===== config.mk =====
export PLATFORM = sky130hd
export DESIGN_NAME = rice_enc_ctrl_flat
export DESIGN_NICKNAME = d
export VERILOG_FILES = /design/src/rtl/rice_enc_ctrl_if.sv /design/src/rtl/rice_enc_ctrl.sv /design/src/flat_wrapper.sv
export SDC_FILE = /design/constraint.sdc
export NUM_CORES = 1
export LEC_CHECK = 0
export ABC_AREA = 1
export CAP_MARGIN = 20
export CORE_MARGIN = 1.5
export CORE_UTILIZATION = 35
export DETAILED_ROUTE_END_ITERATION = 10
export PLACE_DENSITY = 0.67
export SLEW_MARGIN = 20
export SYNTH_ARGS = -nofsm -noshare
export SYNTH_HDL_FRONTEND = slang
export SYNTH_SLANG_ARGS = --single-unit

===== constraint.sdc =====
create_clock -name CLK -period 3.3 [get_ports CLK]
set_clock_uncertainty 0.2 [all_clocks]
set_input_delay 0.825 -clock CLK [delete_from_list [all_inputs] [get_ports CLK]]
set_output_delay 0.825 -clock CLK [all_outputs]
set_load 0.02 [all_outputs]

===== src/rtl/rice_enc_ctrl_if.sv =====
// Sample-in / code-out stream bundle of the Rice encoder controller.
interface rice_enc_ctrl_if;
  logic [7:0]  in_data;
  logic        in_valid;
  logic        in_ready;
  logic [15:0] out_code;
  logic [4:0]  out_len;
  logic [3:0]  out_k;
  logic        out_escape;
  logic        out_valid;
  logic        out_ready;

  modport slave (
    input  in_data, in_valid, out_ready,
    output in_ready, out_code, out_len, out_k, out_escape, out_valid
  );

  modport master (
    output in_data, in_valid, out_ready,
    input  in_ready, out_code, out_len, out_k, out_escape, out_valid
  );
endinterface


===== src/rtl/rice_enc_ctrl.sv =====
// Rice encoder sequencer: one sample per 4-cycle pass, escape detection,
// and per-block k re-estimation from the running sample sum.
module rice_enc_ctrl #(
  parameter int BLOCK_LEN = 16,
  parameter int K_INIT    = 2,
  parameter int K_MAX     = 7
) (
  input  logic        CLK,
  input  logic        reset,
  rice_enc_ctrl_if.slave s,
  output logic [7:0]  enc_data,
  output logic [3:0]  enc_k,
  input  logic [15:0] enc_code,
  output logic [3:0]  cur_k,
  output logic        blk_done
);
  localparam int CW = $clog2(BLOCK_LEN);
  localparam int SW = 8 + CW;

  typedef enum logic [1:0] {IDLE, ENC, LATCH, OUT} state_t;
  state_t state, state_nxt;

  logic [SW-1:0] sum, sum_next;
  logic [CW-1:0] count;
  logic [4:0]    len_r;
  logic          esc_r;
  logic [7:0]    q;
  logic [8:0]    len;
  logic          esc, last;
  logic [3:0]    k_new;
  logic [16:0]   mask;

  assign s.in_ready = (state == IDLE);

  always_comb begin
    state_nxt = state;
    case (state)
      IDLE:    if (s.in_valid) state_nxt = ENC;
      ENC:     state_nxt = LATCH;
      LATCH:   state_nxt = OUT;
      OUT:     if (s.out_ready) state_nxt = IDLE;
      default: state_nxt = IDLE;
    endcase
  end

  // Code geometry is fixed at acceptance from the incoming sample and cur_k,
  // which is exactly what enc_k will carry for this sample.
  always_comb begin
    q        = s.in_data >> cur_k;
    len      = 9'(q) + 9'd1 + 9'(cur_k);
    esc      = len > 9'd16;
    sum_next = sum + SW'(s.in_data);
    last     = (count == CW'(BLOCK_LEN - 1));
    mask     = (17'd1 << len_r) - 17'd1;
    k_new    = 4'(K_MAX);
    // Walk downward so the smallest qualifying k wins.
    for (int k = K_MAX; k >= 0; k--)
      if (32'(sum_next) < (32'(BLOCK_LEN) << (k + 1))) k_new = 4'(k);
  end

  always_ff @(posedge CLK or posedge reset)
    if (reset) state <= IDLE;
    else       state <= state_nxt;

  always_ff @(posedge CLK or posedge reset) begin
    if (reset) begin
      enc_data     <= '0;
      enc_k        <= 4'(K_INIT);
      cur_k        <= 4'(K_INIT);
      sum          <= '0;
      count        <= '0;
      blk_done     <= 1'b0;
      len_r        <= '0;
      esc_r        <= 1'b0;
      s.out_code   <= '0;
      s.out_len    <= '0;
      s.out_k      <= '0;
      s.out_escape <= 1'b0;
      s.out_valid  <= 1'b0;
    end else begin
      blk_done <= 1'b0;
      case (state)
        IDLE: if (s.in_valid) begin
          enc_data <= s.in_data;
          enc_k    <= cur_k;
          len_r    <= esc ? 5'd8 : len[4:0];
          esc_r    <= esc;
          if (last) begin
            cur_k    <= k_new;
            sum      <= '0;
            count    <= '0;
            blk_done <= 1'b1;
          end else begin
            sum   <= sum_next;
            count <= count + CW'(1);
          end
        end
        LATCH: begin
          s.out_code   <= esc_r ? {8'h00, enc_data} : (enc_code & mask[15:0]);
          s.out_len    <= len_r;
          s.out_k      <= enc_k;
          s.out_escape <= esc_r;
          s.out_valid  <= 1'b1;
        end
        OUT: if (s.out_ready) s.out_valid <= 1'b0;
        default: ;
      endcase
    end
  end
endmodule


===== src/flat_wrapper.sv =====
// flat-port wrapper written by rule: the top's interface ports become plain ports
module rice_enc_ctrl_flat 
#(
  parameter int BLOCK_LEN = 16,
  parameter int K_INIT    = 2,
  parameter int K_MAX     = 7
)
  (CLK, reset, enc_data, enc_k, enc_code, cur_k, blk_done, s_in_data, s_in_valid, s_out_ready, s_in_ready, s_out_code, s_out_len, s_out_k, s_out_escape, s_out_valid);
  rice_enc_ctrl_if s_i ();
  input  logic CLK;
  input  logic reset;
  output logic [7:0] enc_data;
  output logic [3:0] enc_k;
  input  logic [15:0] enc_code;
  output logic [3:0] cur_k;
  output logic blk_done;
  input wire logic [$bits(s_i.in_data)-1:0] s_in_data;
  input wire logic [$bits(s_i.in_valid)-1:0] s_in_valid;
  input wire logic [$bits(s_i.out_ready)-1:0] s_out_ready;
  output wire logic [$bits(s_i.in_ready)-1:0] s_in_ready;
  output wire logic [$bits(s_i.out_code)-1:0] s_out_code;
  output wire logic [$bits(s_i.out_len)-1:0] s_out_len;
  output wire logic [$bits(s_i.out_k)-1:0] s_out_k;
  output wire logic [$bits(s_i.out_escape)-1:0] s_out_escape;
  output wire logic [$bits(s_i.out_valid)-1:0] s_out_valid;
  assign s_i.in_data = s_in_data;
  assign s_i.in_valid = s_in_valid;
  assign s_i.out_ready = s_out_ready;
  assign s_in_ready = s_i.in_ready;
  assign s_out_code = s_i.out_code;
  assign s_out_len = s_i.out_len;
  assign s_out_k = s_i.out_k;
  assign s_out_escape = s_i.out_escape;
  assign s_out_valid = s_i.out_valid;
  rice_enc_ctrl #(.BLOCK_LEN(BLOCK_LEN), .K_INIT(K_INIT), .K_MAX(K_MAX)) u_core (.CLK(CLK), .reset(reset), .s(s_i), .enc_data(enc_data), .enc_k(enc_k), .enc_code(enc_code), .cur_k(cur_k), .blk_done(blk_done));
endmodule

======== Yosys cells after proc, flatten, opt, wreduce, memory -nomap -nowiden ========
Cells that the tools add are included.
operators by class
  order comparisons ....................... 8
  div/mod/pow operators ................... 0
  reductions and logical operators ........ 6
  $add $sub $neg .......................... 5
  shift operators ......................... 2
  bitwise operators ....................... 1
  multipliers ............................. 0
  muxes and demuxes ....................... 19
  equal/unequal tests ..................... 6
operators by type and width
  operator                                                       number
  bitwise AND 16 bit                                             1
  two-way mux 16 bit                                             1
  << shifter 1 x 5 -> 16 bit, first input constant               1
  subtractor 16 x 1 -> 16 bit, second input constant             1
  adder 12 x 8 -> 12 bit                                         1
  less-than comparator 12 x 10 -> 1 bit, second input constant   1
  less-than comparator 12 x 11 -> 1 bit, second input constant   1
  less-than comparator 12 bit, second input constant             1
  less-than comparator 12 x 6 -> 1 bit, second input constant    1
  less-than comparator 12 x 7 -> 1 bit, second input constant    1
  less-than comparator 12 x 8 -> 1 bit, second input constant    1
  less-than comparator 12 x 9 -> 1 bit, second input constant    1
  two-way mux 12 bit                                             1
  two-way mux 3 bit                                              4
  adder 8 x 1 -> 9 bit, second input constant                    1
  adder 9 x 4 -> 9 bit                                           1
  greater-than comparator 9 x 5 -> 1 bit, second input constant  1
  two-way mux 2 bit                                              4
  case mux 2 bit (4 select lines)                                1
  right shift 8 x 4 -> 8 bit                                     1
  AND reduction 2 bit                                            3
  two-way mux 1 bit                                              5
  two-way mux 5 bit                                              1
  adder 4 x 1 -> 4 bit, second input constant                    1
  9 further kinds                                                11
storage, ports and cells
  bits in latches ......................... 0
  memories ................................ 0
  register bits after elaboration ......... 68
  RAM bits ................................ 0
  memory bits (read-only) ................. 0
  logic and storage cells ................. 61
  input port bits ......................... 28
  output and inout bits ................... 45

======== Logic depth before layout (Yosys ltp) ========
Gate-level depths: netlist of the first run.
  depth after elaboration ................. 9
  gate-level depth with buffers ........... 17
  gate-level depth less buffers ........... 17

======== Worst setup path after synthesis of the first run ========
No wires, ideal clock.
  kind .................................... input port to flip-flop
  start point ............................. input port s_in_data[7]
  end point ............................... register u_core.len_r[3]
  stages .................................. 13
  data arrival time ....................... 2556 ps
  setup time .............................. 118 ps
  buffers on the path ..................... 0
  required time ........................... 2982 ps
  setup slack ............................. 426 ps
  path through ............................ inv_1 > o21ai_0 > o21ai_1 > a221oi_1 > fa_1 > inv_1 > nand2_1 > nor2_1 > nand3_1 > nand3_2 > nand3_4 > nor2_2 > nor2_2
between the ends
  cells in the longest elaborated chain, start to end .. 5
ends and longest elaborated chain
  what                                    RTL line             source
  start: declaration                      flat_wrapper.sv:17   input wire logic [$bits(s_i.in_data)-1:0] s_in_data;
  right shift 8 x 4 -> 8 bit (*)          rice_enc_ctrl.sv:49  q = s.in_data >> cur_k;
  adder 8 x 1 -> 9 bit (*)                rice_enc_ctrl.sv:50  len = 9'(q) + 9'd1 + 9'(cur_k);
  adder 9 x 4 -> 9 bit (*)                rice_enc_ctrl.sv:50
  greater-than comparator 9 x 5 -> 1 bit  rice_enc_ctrl.sv:51  esc = len > 9'd16;
  two-way mux 5 bit (*)                   rice_enc_ctrl.sv:86  len_r <= esc ? 5'd8 : len[4:0];
  end signal: assignment                  rice_enc_ctrl.sv:86
  end: declaration                        rice_enc_ctrl.sv:25  logic [4:0] len_r;
Mark *: on every way between the ends. The rest lies on a longest branch, timed or not.
A chain may end at the register's enable or synchronous reset.

======== Worst setup path after layout of the first run ========
Ends and elaborated chain as after synthesis.

==> run metrics, run 1 <==
power share of the clock group between 10% and 20%; period utilisation layout 96.5%; Longest Clk Path Bufs 2; async set or reset register ratio after synthesis 100%; Clock Sinks 65; post-synthesis xor/xnor area fraction 2.03%; Synth area leaders dfrtp_1, nand2_1, nand3_1; Yosys reg bits 65; Synth Area in Compound Gates between 10% and 20%; status finished clean; post-placement worst setup slack -184 ps; Unique masters post-synth 40; post-synthesis instance total ~500; mean post-synth cell area 7.65 µm²; Internal 2.84 mW; Min-Delay Path Class reg -> reg; Ys Warns 0; Most used DFF post-synth dfrtp_1; clock tree from TritonCTS built; DR vias/cell 4.98; Design Power 5.26 mW; I/O Buffers slightly below 70; post-synthesis mux area share 0%; Adder-Cell Fraction of Synth Area 6.20%; worst skew pair latency 340 ps; register area 1630 µm²; synthesized area 3880 µm²; routed len/inst between 10 and 15 µm; 1st-pass router iterations 5; std cell rows 38; I/O pin total 73; min cycle time layout 3190 ps; Nets approximately 650; max cap viols 0; CP Max Fanout 5; Flop pwr share 27.5%; hold-critical path depth 2; CP Class in -> reg; drt total wl 10.5 mm; Final Wtd Congestion 0.866; drt initial violations 181; DP HPWL approximately 7.9 mm; vias in the first global route 3594; most numerous cell in the Yosys netlist nand2_1; H-Tree Depth 3; n_diodes 0; post-synthesis simple-gate area fraction between 30% and 40%; Die H 108 µm; Switching Share 45.9%; Initial Util 35.8%; f_max 314 MHz; fill count 1097; top cell type's share of synthesized area between 40% and 50%; flop-to-flop setup slack 360 ps; largest net degree at the start of global routing between 60 and 70; Hold Path End u_core.s.out_k[2]; Tot GR Track Use between 10% and 20%; Remaining DRCs 0; PwrDens 1020 nW/µm²; TritonCTS Buffers 9; setup TNS 0 ps; kind of end point of the critical path flip-flop; Final WS setup around 110 ps; cell taking the most area after synthesis dfrtp_1; r2r startpoint u_core.cur_k[0]; switching pwr approximately 2.4 mW; GRT overflow 0; Clock transition at path regs about 80 ps; CP required 3320 ps; fin. max-slew vios 0; CTS root buf clkbuf_8; Gate power share between 50% and 60%; Worst VDD drop 0.596 mV; Core Region between 10000 and 15000 µm²; register area share after synthesis a little over two fifths; final number of setup-violating endpoints 0; list of most frequent post-synthesis cells nand2_1, dfrtp_1, inv_1; Worst R2R End u_core.len_r[3]; Die X-Extent 108 µm; DR vias 3737; arrival time worst endpoint 3210 ps; first-pass GRT wire length 17.3 mm; Hold Buf Count CTS 0; Worst R2R Path Depth 14; final hold viol count 0; area added between synthesis and finish 32.6%; hold_sp u_core.s.out_k[2]; Post-synth EDFFs 0; Detail Route Antenna Nets 0; DIE AREA 11700 µm²; crit path launch type input pin; leak pwr 2.51 nW; initial antenna violation count 0; largest family of logic cells by synthesized area simple AND/OR/NAND/NOR gates; area of the multi-input gates 1980 µm²; proportion of layout cells with a drive suffix above 1 12.3%
-- logic make-up (layout without fill, tap and decap cells) --
group                    after synthesis  after routing
flip-flops                            65             65
adder cells (fa/ha/maj)               18             18
AND/OR/NAND/NOR                      278            278
buffers and inverters                 67            168
AO/OA/AOI/OAI                         69             69
XOR/XNOR                               9              9
other                                  1              3
-- cell type report --
class	count	share of cell area, %
inverters	52	3.80
multi-input cells	377	38.6
repair buffers	100	18.2
well taps	140	3.41
clock buffers	10	2.48
flip-flops and latches	65	31.7
clock inverters	6	1.80
-- metrics by stage --
step | instance area (µm²) | util, % | std cells | hold WS, ps
after global routing | 5140 | 47.4 | 750 | 310
final | 5140 | 47.4 | 750 | 285
after floorplan | 3880 | - | 509 | 257
after CTS | 5120 | 47.3 | 749 | 288
after detailed placement | 4900 | 45.2 | 733 | 266
after global placement | 4900 | 45.2 | 733 | 256
-- cells in the final DEF, fill, tap and decap left out, types with 3 or more instances in the layout --
| cell type | instances |
|---|---|
| nand2_1 | 175 |
| clkdlybuf4s50_1 | 69 |
| dfrtp_1 | 63 |
| inv_1 | 46 |
| nand3_1 | 42 |
| nor2_1 | 31 |
| buf_4 | 30 |
| o21ai_0 | 28 |
| ha_1 | 16 |
| a21oi_1 | 12 |
| nand4_1 | 10 |
| clkbuf_8 | 9 |
| o21ai_1 | 7 |
| inv_2 | 6 |
| xor2_1 | 6 |
| nor2_2 | 5 |
| o22ai_1 | 5 |
| nand3_2 | 4 |
| o21ai_2 | 3 |
| a32o_1 | 3 |
| o211ai_1 | 3 |
| xnor2_1 | 3 |
| a22o_1 | 3 |
| conb_1 | 3 |
-- what timing repair did --
action,CTS,global route
setup endpoints to repair,0,5
hold endpoints to repair,0,0
resized for setup,0,1
setup buffers,0,1
-- flip-flops by register name, indices dropped and copies added, names as in the netlist, 2 cells and up --
register           count
u_core.count           4
u_core.s.out_k         3
u_core.sum            12
u_core.enc_k           3
u_core.cur_k           3
u_core.state           2
u_core.enc_data        8
u_core.s.out_code     16
u_core.len_r           5
u_core.s.out_len       5
-- critical path, stage by stage --
cell,delay [ps]
clkdlybuf4s50_1,500
inv_1,70
o21ai_0,130
o21ai_1,120
a221oi_2,280
buf_4,170
fa_1,400
inv_1,90
nand2_1,60
nor2_1,100
nand3_1,90
nand3_2,100
nand3_4,100
nor2_2,110
nor2_2,40
-- worst max-delay path by stage --
stage / from / to / slack (ps) / cells past startpoint
CTS: s_in_data[7] / u_core.len_r[3] / 170 / 15
global placement: s_in_data[7] / u_core.len_r[3] / -100 / 15
detailed placement: s_in_data[7] / u_core.len_r[3] / -180 / 15
global route: s_in_data[7] / u_core.len_r[3] / -70 / 15
finish: s_in_data[7] / u_core.len_r[3] / 110 / 15
floorplan: s_in_data[7] / u_core.len_r[3] / 430 / 13
-- layer usage --
metal  up-vias  wire [µm]  global-route usage (%)
met5         -          0                       0
met4         0        177                    5.55
met3        21        613                    2.95
met2       124       4700                    29.9
met1      1744       4990                    25.9
li1       1848          -                       -
-- power groups by stage --
| stage | sequential, mW | combinational (mW) | clock (mW) |
|---|---|---|---|
| 2_1_floorplan | 1.61 | 1.74 | 0 |
| 3_3_place_gp | 1.44 | 2.93 | 0 |
| 3_5_place_dp | 1.45 | 3.02 | 0 |
| 4_1_cts | 1.44 | 3.03 | 0.782 |
| 5_1_grt | 1.50 | 3.39 | 0.823 |
| 6_report | 1.45 | 3.05 | 0.764 |
(Power assumes the default switching activity.)
==> run 2, diff against run 1 <==
Settings changed: CTS_BUF_LIST from default to sky130_fd_sc_hd__clkbuf_4.
==> run metrics, run 2 (same netlist as run 1, synthesis figures left out) <==
status finished clean; Resized cells post-CTS 0; Core Region 10800 µm²; I/O Buffers 69; largest net degree at the start of global routing 66; H-Tree Depth 3; DR vias 3669; final hold viol count 0; proportion of layout cells with a drive suffix above 1 between 10% and 20%; post-route core utilization 46.8%; kind of end point of the critical path flip-flop; Hold Buf Count CTS 0; GRT overflow 0; largest registers u_core.s.out_code (16), u_core.sum (12), u_core.enc_data (8); most common cell after layout, fill and taps aside nand2_1; Clock Sinks 65; leak pwr approximately 2.5 nW; Most flops, register u_core.s.out_code; Nets 650; Finished Cell Area 5070 µm²; Cell Count, Final, Fillers Out 749; Die H between 100 and 150 µm; PwrDens 1000 nW/µm²; Detail Route Antenna Nets 0; Die X-Extent 108 µm; final number of setup-violating endpoints 0; initial antenna violation count 0; CP Class in -> reg; Initial Util between 30% and 40%; setup TNS 0 ps; max cap viols 0; 1st-pass router iterations 4; setup bufs post-CTS 0; CP required 3410 ps; flop-to-flop setup slack approximately 400 ps; Clock transition at path regs 130 ps; commonest non-fill, non-tap cells in the layout nand2_1, clkdlybuf4s50_1, dfrtp_1; RSZ-0062 raised after global routing false; routed len/inst 13.8 µm; fin. max-slew vios 0; worst skew pair latency 430 ps; area added between synthesis and finish 30.9%; placed instance count 733; DR vias/cell slightly below 5; CP Max Fanout 5; min cycle time layout 3050 ps; Final Wtd Congestion 0.866; TritonCTS Buffers 9; Longest Clk Path Bufs 2; n_diodes 0; placed inst area slightly below 5000 µm²; period utilisation layout 92.3%; Remaining DRCs 0; max reg flops 16; crit path launch type input pin; f_max between 300 and 400 MHz; CTS root buf clkbuf_4; vias in the first global route 3569; drt initial violations 203; Worst VDD drop 0.601 mV; I/O pin total 73; Min-Delay Path Class reg -> reg; std cell rows 38; Tot GR Track Use approximately a fifth; first-pass GRT wire length between 15 and 20 mm; drt total wl approximately 10 mm; arrival time worst endpoint 3160 ps; clock tree from TritonCTS built; DP HPWL 7.89 mm; DIE AREA 11700 µm²
[run 2: worst paths after layout]
path,start,endpoint,cells after the start
max in group asynchronous,reset,u_core.cur_k[1],3
min in group asynchronous,reset,u_core.enc_data[2],3
worst min-delay path,u_core.s.out_k[2],u_core.s.out_k[2],2
worst min register to register,u_core.s.out_k[2],u_core.s.out_k[2],2
worst max-delay path,s_in_data[7],u_core.len_r[3],15
worst max register to register,u_core.cur_k[0],u_core.len_r[3],14
[run 2: through the flow]
step | power (mW) | hold WS (ps) | setup WS [ps]
4_1_cts | 5.13 | 299 | 265
3_3_place_gp | 4.37 | 256 | -104
5_1_grt | 5.55 | 321 | 30.9
3_5_place_dp | 4.48 | 266 | -184
2_1_floorplan | 3.35 | 257 | 426
6_report | 5.09 | 293 | 255
[run 2: where the power goes]
part,leakage (nW),switching [mW],internal [mW]
clock network,0.0828,0.322,0.318
logic,1.58,1.74,1.26
registers,0.820,0.309,1.13
total,2.48,2.38,2.72
[run 2: metal layers]
layer	track usage, %	vias up	share of wire, %
met5	0	-	0
met3	2.77	12	5.9
met1	25.8	1686	48
met2	30.1	127	45
met4	5.64	0	1.2
li1	-	1844	-
[run 2: final cells by class]
class                      instances  area (µm²)
clock buffer                      10        75.1
multi-input combinational        377        1980
fill                            1111        5770
tap                              140         175
timing repair buffer              99         928
clock inverter                     6        92.6
inverter                          52         195
sequential                        65        1630
[run 2: critical path, cell delays in order]
cell and delay [ps]:
clkdlybuf4s50_1 500, inv_1 70, o21ai_0 130, o21ai_1 110, a221oi_1 260, buf_4 170, fa_1 400, inv_1 90
nand2_1 60, nor2_1 100, nand3_1 90, nand3_2 100, nand3_4 100, nor2_2 110, nor2_2 40
==> run 3, diff against run 2 <==
Settings changed: CORE_UTILIZATION 35 to 39, HOLD_SLACK_MARGIN from default to 0.1, PLACE_DENSITY 0.67 to 0.73.
==> run metrics, run 3 (same netlist as run 1, synthesis figures left out) <==
TritonCTS Buffers 9; period utilisation layout 92.1%; 1st-pass router iterations 5; kind of end point of the critical path flip-flop; std cell rows 36; power share of the clock group 11.3%; Initial Util 40.0%; drt total wl ~10 mm; arrival time worst endpoint 3150 ps; Gate power share around three fifths; DP HPWL about 7.8 mm; largest net degree at the start of global routing 66; I/O Buffers about 70; DR vias/cell 4.98; CP required 3410 ps; Detail Route Antenna Nets 0; max cap viols 0; Nets 651; Final WS setup 262 ps; leak pwr roughly 2.5 nW; Switching Share between 40 and 50%; min cycle time layout 3040 ps; met1 Use GR between 20% and 30%; Most flops, register u_core.s.out_code; RSZ-0062 raised after global routing false; post-placement worst setup slack -217 ps; proportion of layout cells with a drive suffix above 1 12.5%; Clock Sinks 65; Clock transition at path regs 130 ps; final hold viol count 0; Flop pwr share 28.7%; Worst VDD drop about 0.52 mV; Final Wtd Congestion a little over 0.9; n_diodes 0; Core Region 9680 µm²; routed len/inst 13.7 µm; DR vias between 3000 and 4000; f_max 329 MHz; crit path launch type input pin; clock tree from TritonCTS built; area added between synthesis and finish 30.4%; fill count ~900; Longest Clk Path Bufs 2; initial antenna violation count 0; H-Tree Depth 3; worst skew pair latency approximately 420 ps; drt initial violations 283; grt peak-use layer met2; commonest non-fill, non-tap cells in the layout nand2_1, clkdlybuf4s50_1, dfrtp_1; Die X-Extent approximately 100 µm; Internal 2.64 mW; fin. max-slew vios 0; Remaining DRCs 0; Die H between 100 and 150 µm; GRT overflow 0; post-route core utilization between 50 and 60%; Tot GR Track Use approximately a fifth; first-pass GRT wire length ~17 mm; DIE AREA 10500 µm²; vias in the first global route 3629; max reg flops 16; status finished clean; largest registers u_core.s.out_code (16), u_core.sum (12), u_core.enc_data (8); switching pwr 2.39 mW; I/O pin total 73; CTS root buf clkbuf_4; grt met3 use 2.92%; CP Max Fanout 5; M2 GR Usage 33.4%; CP Class in -> reg; Hold WS 288 ps; final number of setup-violating endpoints 0; Min-Delay Path Class reg -> reg; PwrDens between 900 and 1000 nW/µm²; most common cell after layout, fill and taps aside nand2_1
-- run 3: worst max-delay path: stages --
cell and delay, ps:
clkdlybuf4s50_1 490, inv_1 60, o21ai_0 130, o21ai_1 120
a221oi_2 230, buf_4 160, fa_1 410, inv_1 90
nand2_1 60, nor2_1 110, nand3_1 100, nand3_2 100
nand3_4 110, nor2_2 140, nor2_2 40
-- run 3: layer usage --
metal | wire (µm) | part of all wire [%]
met2 | 4690 | 46
met5 | 0 | 0
met3 | 570 | 5.6
met4 | 143 | 1.4
met1 | 4760 | 47
-- run 3: layout make-up --
class | count | area (µm²) | area share (%)
Clock buffer | 9 | 67.6 | 1.34
Clock inverter | 7 | 77.6 | 1.53
Inverter | 52 | 195 | 3.86
Multi-Input combinational cell | 377 | 1980 | 39.2
Sequential cell | 65 | 1630 | 32.2
Tap cell | 133 | 166 | 3.29
Timing Repair Buffer | 100 | 936 | 18.5
-- run 3: timing repair --
| item | CTS | global route |
|---|---|---|
| setup endpoints to repair | 0 | 1 |
| resized for setup | 0 | 1 |
| buffers inserted | 0 | 0 |
| hold buffers | 0 | 0 |
-- run 3: metrics by stage --
step	area (µm²)	std cells	setup TNS [ps]	total power [mW]
2_1_floorplan	3880	509	0	3.35
3_3_place_gp	4900	727	-328	4.36
3_5_place_dp	4900	727	-910	4.46
4_1_cts	5050	743	0	5.04
5_1_grt	5050	743	0	5.50
6_report	5050	743	0	5.03
-- run 3: power by group through the flow --
stage               logic [mW]  clock network [mW]  registers, mW
global route              3.40               0.610           1.49
CTS                       3.02               0.582           1.44
finish                    3.02               0.568           1.44
detailed placement        3.01                   0           1.45
global placement          2.92                   0           1.44
floorplan                 1.74                   0           1.61
-- run 3: path summary, 6_finish.rpt --
path / from / cells after the start / end / slack (ps)
max reg2reg: u_core.cur_k[0] / 16 / u_core.len_r[3] / 370
min in group asynchronous: reset / 3 / u_core.state[0] / 590
max in group asynchronous: reset / 3 / u_core.cur_k[1] / 1990
max: s_in_data[7] / 15 / u_core.len_r[3] / 260
min reg2reg: u_core.s.out_len[0] / 2 / u_core.s.out_len[0] / 290
min: u_core.s.out_len[0] / 2 / u_core.s.out_len[0] / 290
